### config.mk
export PLATFORM = sky130hd
export DESIGN_NAME = addr_ch_gen
export DESIGN_NICKNAME = d
export VERILOG_FILES = /design/src/rtl/addr_ch_gen.sv
export SDC_FILE = /design/constraint.sdc
export NUM_CORES = 1
export LEC_CHECK = 0
export ABC_CLOCK_PERIOD_IN_PS = 3790
export CAP_MARGIN = 10
export CORE_ASPECT_RATIO = 1.1
export CORE_UTILIZATION = 55
export CTS_CLUSTER_DIAMETER = 150
export DETAILED_ROUTE_END_ITERATION = 16
export PLACE_DENSITY = 0.76
export SETUP_SLACK_MARGIN = 0.1
export SLEW_MARGIN = 20
export SYNTH_ARGS = -nofsm -noshare
export SYNTH_HDL_FRONTEND = slang
export SYNTH_SLANG_ARGS = --single-unit
### constraint.sdc
create_clock -name clk -period 3.79 [get_ports clk]
set_input_delay 0.758 -clock clk [delete_from_list [all_inputs] [get_ports clk]]
set_output_delay 0.758 -clock clk [all_outputs]
set_load 0.01 [all_outputs]
### src/rtl/addr_ch_gen.sv
// Address channel generator: decodes requests for one destination, turns the type and offset into an
// absolute DDR command, checks it against the region span, and queues it in a FIFO that the consumer drains.
module addr_ch_gen #(
    parameter logic [7:0]              POS_1ST    = 8'h00,
    parameter logic [2:0]              POS_2ND    = 3'd0,
    parameter int                      TYPE_NUM   = 4,
    parameter int                      OFFSET_W   = 20,
    parameter logic [30*TYPE_NUM-1:0]  BASE_TABLE = {TYPE_NUM{30'h0}},
    parameter logic [30*TYPE_NUM-1:0]  LEN_TABLE  = {TYPE_NUM{30'h0}},
    parameter logic [30*TYPE_NUM-1:0]  SPAN_TABLE = {TYPE_NUM{30'h0}},
    parameter int                      FIFO_DEPTH = 16
) (
    input  logic                clk,
    input  logic                rst_n,
    input  logic                request_valid_i,
    output logic                request_ready_o,
    input  logic [7:0]          request_pos_1st_i,
    input  logic [2:0]          request_pos_2nd_i,
    input  logic [2:0]          request_src_type_i,
    input  logic [OFFSET_W-1:0] request_access_addr_i,
    input  logic                rd_en,
    output logic [74:0]         dout,
    output logic                valid,
    output logic                empty,
    output logic                full,
    output logic                err_o,
    output logic [15:0]         drop_cnt_o
);

    localparam int         PTR_W    = $clog2(FIFO_DEPTH);
    localparam int         CNT_W    = PTR_W + 1;
    localparam logic [2:0] TYPE_MAX = 3'(TYPE_NUM);

    // ---------------- request decode / stage 1 ----------------
    logic                w_match;
    logic                w_accept;
    logic                r_s1_vld;
    logic [2:0]          r_s1_type;
    logic [OFFSET_W-1:0] r_s1_off;

    assign w_match  = request_valid_i && (request_pos_1st_i == POS_1ST) && (request_pos_2nd_i == POS_2ND);
    assign w_accept = w_match && request_ready_o;

    always_ff @(posedge clk or negedge rst_n) begin
        if (!rst_n) begin
            r_s1_vld  <= 1'b0;
            r_s1_type <= 3'd0;
            r_s1_off  <= '0;
        end else begin
            r_s1_vld <= w_accept;
            if (w_accept) begin
                r_s1_type <= request_src_type_i;
                r_s1_off  <= request_access_addr_i;
            end
        end
    end

    // ---------------- table lookup ----------------
    // Tables are padded to all eight type codes so any 3-bit index is in range; unused slots read zero.
    logic [29:0] w_base_tab [8];
    logic [29:0] w_len_tab  [8];
    logic [29:0] w_span_tab [8];

    genvar gi;
    generate
        for (gi = 0; gi < 8; gi++) begin : g_tab
            if (gi < TYPE_NUM) begin : g_used
                assign w_base_tab[gi] = BASE_TABLE[30*gi +: 30];
                assign w_len_tab[gi]  = LEN_TABLE[30*gi +: 30];
                assign w_span_tab[gi] = SPAN_TABLE[30*gi +: 30];
            end else begin : g_unused
                assign w_base_tab[gi] = 30'h0;
                assign w_len_tab[gi]  = 30'h0;
                assign w_span_tab[gi] = 30'h0;
            end
        end
    endgenerate

    logic [2:0]  w_idx;
    logic        w_type_ok;
    logic [30:0] w_end;
    logic        w_span_ok;
    logic [29:0] w_start;

    assign w_idx     = r_s1_type - 3'd1;
    assign w_type_ok = (r_s1_type != 3'd0) && (r_s1_type <= TYPE_MAX);
    // One extra bit so offset+length cannot wrap before the span comparison.
    assign w_end     = {{(31-OFFSET_W){1'b0}}, r_s1_off} + {1'b0, w_len_tab[w_idx]};
    assign w_span_ok = w_end <= {1'b0, w_span_tab[w_idx]};
    assign w_start   = w_base_tab[w_idx] + {{(30-OFFSET_W){1'b0}}, r_s1_off};

    // ---------------- stage 2 ----------------
    logic        r_s2_vld;
    logic        r_s2_ok;
    logic [2:0]  r_s2_type;
    logic [29:0] r_s2_start;
    logic [29:0] r_s2_len;

    always_ff @(posedge clk or negedge rst_n) begin
        if (!rst_n) begin
            r_s2_vld   <= 1'b0;
            r_s2_ok    <= 1'b0;
            r_s2_type  <= 3'd0;
            r_s2_start <= 30'h0;
            r_s2_len   <= 30'h0;
        end else begin
            r_s2_vld <= r_s1_vld;
            if (r_s1_vld) begin
                r_s2_ok    <= w_type_ok && w_span_ok;
                r_s2_type  <= r_s1_type;
                r_s2_start <= w_start;
                r_s2_len   <= w_len_tab[w_idx];
            end
        end
    end

    // ---------------- drop accounting ----------------
    logic        w_wr;
    logic        w_drop;
    logic        r_err;
    logic [15:0] r_drop_cnt;

    assign w_wr   = r_s2_vld && r_s2_ok;
    assign w_drop = r_s2_vld && !r_s2_ok;

    always_ff @(posedge clk or negedge rst_n) begin
        if (!rst_n) begin
            r_err      <= 1'b0;
            r_drop_cnt <= 16'h0;
        end else begin
            r_err <= w_drop;
            if (w_drop && (r_drop_cnt != 16'hFFFF)) begin
                r_drop_cnt <= r_drop_cnt + 16'd1;
            end
        end
    end

    assign err_o      = r_err;
    assign drop_cnt_o = r_drop_cnt;

    // ---------------- command FIFO ----------------
    logic [62:0]      r_mem [FIFO_DEPTH];
    logic [PTR_W-1:0] r_wr_ptr;
    logic [PTR_W-1:0] r_rd_ptr;
    logic [CNT_W-1:0] r_count;
    logic [74:0]      r_dout;
    logic             r_valid;
    logic             w_rd;
    logic [CNT_W:0]   w_occupancy;

    assign w_rd = rd_en && (r_count != '0);

    always_ff @(posedge clk) begin
        if (w_wr) begin
            r_mem[r_wr_ptr] <= {r_s2_len, r_s2_start, r_s2_type};
        end
    end

    always_ff @(posedge clk or negedge rst_n) begin
        if (!rst_n) begin
            r_wr_ptr <= '0;
            r_rd_ptr <= '0;
            r_count  <= '0;
            r_dout   <= 75'h0;
            r_valid  <= 1'b0;
        end else begin
            r_valid <= w_rd;
            if (w_wr) begin
                r_wr_ptr <= r_wr_ptr + PTR_W'(1);
            end
            if (w_rd) begin
                r_rd_ptr <= r_rd_ptr + PTR_W'(1);
                r_dout   <= {r_mem[r_rd_ptr], POS_2ND, POS_1ST, 1'b1};
            end
            case ({w_wr, w_rd})
                2'b10:   r_count <= r_count + CNT_W'(1);
                2'b01:   r_count <= r_count - CNT_W'(1);
                default: r_count <= r_count;
            endcase
        end
    end

    // Commands still in the pipeline reserve a slot, so a write never lands on a full FIFO.
    assign w_occupancy     = {1'b0, r_count} + {{CNT_W{1'b0}}, r_s1_vld} + {{CNT_W{1'b0}}, r_s2_vld};
    assign request_ready_o = w_occupancy < (CNT_W+1)'(FIFO_DEPTH);

    assign dout  = r_dout;
    assign valid = r_valid;
    assign empty = (r_count == '0);
    assign full  = (r_count == CNT_W'(FIFO_DEPTH));

endmodule

==> impl_metrics.json <==
{
  "timing.final.crit_share": 0.8101,
  "finalHoldViolCount": 0,
  "clock_latency_ps": 560,
  "ys_warn_count": 0,
  "ys_ff_latch": 472,
  "fmax_mhz": 325.7,
  "yosysTopAreaCell": "edfxtp_1",
  "die_y_um": 195.4,
  "port_buffers": 82,
  "tightest_slew_ps": 1114,
  "hpwl_um": 21930,
  "crit_fanout": 5,
  "required_ps": 3030,
  "netlist_instances": 953,
  "fp-row-count": 70,
  "regArea_um2": 13660,
  "pwr_density_cell_nw_per_um2": 580.3,
  "detail-route-antenna-nets": 0,
  "syn-cell-area_um2": 18700,
  "syn_avg_cell_area_um2": 19.62,
  "grt_pass1_vias": 9740,
  "rsz0062_at_grt": "no",
  "vias_per_cell": 6.079,
  "die_area_um2": 34740,
  "fin_crit_ps": 3070,
  "arrival_ps": 2310,
  "layout_common_cells": "368 x edfxtp_1, 102 x dfrtp_1, 92 x mux4_2",
  "root_buffer": "clkbuf_16",
  "h-tree-depth": 2,
  "coreArea_um2": 33370,
  "ir_drop_v": 0.0004351,
  "diodes": 0,
  "cts_buffer_depth": 3,
  "grt_pass1_wl_um": 59640,
  "finalSetupViolCount": 0,
  "endpoint_kind": "output port",
  "drt-total-wl_um": 39020,
  "path_clk_slew_ps": 60,
  "area_growth_pct": 14.67,
  "cts_tree": "built",
  "place_area_um2": 19980,
  "grt_overflow_total": 0,
  "cts_setup_buffers": 0,
  "synth-main-ff-cell": "edfxtp_1",
  "vias": 9356,
  "hold_buffers": 0,
  "die_w_um": 177.8,
  "status": "finished clean",
  "fill_cells": 2191,
  "grt.total_usage": 0.2370,
  "multi_input_area_um2": 4596,
  "cts_made_buffers": 46,
  "antenna_found_initial": 0,
  "cts_resized": 0,
  "yosysSeqAreaShare": 0.7302,
  "synthDistinctLibCells": 52,
  "grt_max_degree": 53,
  "criticalPathCategory": "reg2out",
  "num-nets-final": 1119,
  "post_route_cells_drive_above_1_share": 0.2710,
  "gp_congestion": 0.7698,
  "synth_area_leaders": "edfxtp_1 59%, dfrtp_1 14%, mux4_2 11%, mux2_2 4.1%, buf_4 2.1%",
  "fin_skew_ps": 19.62,
  "final_cell_area_um2": 21440,
  "synthArstFlopShare": 0.2203,
  "num_io_pins": 134,
  "worst_hold_slack_ps": 176.0,
  "setup.worst_path.start_class": "register",
  "layout.cells.most_common": "edfxtp_1",
  "drt_pass1_iterations": 5,
  "cts.sinks": 472,
  "synth_top_area_share": 0.5910,
  "max_slew_margin": 0.2504,
  "setup_tns_ps": 0,
  "drt-wirelength-per-cell_um": 25.35,
  "slew_viol_final": 0,
  "drt_iter0_drc": 931,
  "p_leak_nw": 8.513,
  "synth-edff-count": 368,
  "start_util": 0.5603,
  "post-route-drc-count": 0,
  "worstRegToRegCells": 8,
  "hold_path.class": "in2async",
  "maxCapViolCount": 0
}
==> per-layer routing <==
| layer | wire length, µm | global-route usage | up-vias |
|---|---|---|---|
| met1 | 15380 | 0.3287 | 4900 |
| met2 | 19620 | 0.3890 | 421 |
| met5 | 0 | 0 | - |
| li1 | - | - | 3960 |
| met3 | 3128 | 0.04342 | 75 |
| met4 | 891 | 0.06489 | 0 |
==> sequential cells by signal (all words and copies together) (netlist names), 3 cells and up <==
signal,cells
r_s1_off,20
r_s2_type,3
r_s2_start,20
r_mem,368
dout,24
r_s1_type,3
drop_cnt_o,16
r_rd_ptr,4
r_wr_ptr,4
r_count,5
==> critical path, stage by stage (launching register included) <==
cell and delay (ps):
dfrtp_1 450, or4_4 600, nor2_1 160, clkdlybuf4s50_1 560
==> cell usage after synthesis (all sizes together), types with 8 or more instances <==
cell type and number:
nand2 14, edfxtp 368, nand3 8, ha 11, a21oi 29, dfrtp 104, nor2 23, buf 85
nor3 8, o22ai 47, mux4 92, clkbuf 12, xnor2 15, mux2 73
==> report_power, final <==
part           leakage [nW]  total, mW  switching [mW]  internal (mW)
Sequential             5.62       5.97           0.295           5.67
Combinational          2.17       2.07            1.08          0.990
Clock                 0.717       4.41            1.92           2.49
Total                  8.51       12.4            3.29           9.15
==> path summary, 6_finish.rpt <==
path	from	end	slack (ps)
setup / recovery	r_count[0]	full	720
hold / removal	rst_n	drop_cnt_o[13]	180
setup reg to reg	r_count[0]	r_count[4]	1000
hold reg to reg	dout[0]	dout[0]	470
max in group asynchronous	rst_n	r_s1_type[2]	2800
min in group clk	dout[0]	dout[0]	470
==> cells by family (layout without fill, tap and decap cells) <==
family	count (synthesis)	count (layout)	share of synthesized area
mux	166	166	0.1555
fa+ha+maj	12	12	0.008431
flops	472	472	0.7302
compound gates	94	94	0.03500
other cells	1	51	0.0002006
buf+inv	104	208	0.03727
xor+xnor	20	20	0.009368
simple gates	84	84	0.02402
==> final cells by class <==
type	count	share of cell area
clock buffers	64	0.06063
multi-input cells	427	0.2143
repair buffers	115	0.05380
clock inverters	22	0.007645
well taps	432	0.02521
flip-flops and latches	472	0.6371
inverters	7	0.001225
==> metrics by stage <==
stage,total power [mW],worst slack (ps),instances,util
2_1_floorplan,7.510,835.4,1003,-
3_5_place_dp,8.177,865.7,1453,0.5987
3_3_place_gp,8.150,926.8,1453,0.5987
6_report,12.44,719.7,1539,0.6425
4_1_cts,12.54,706.9,1539,0.6425
5_1_grt,12.91,625.4,1539,0.6425
(Power assumes the default switching activity.)
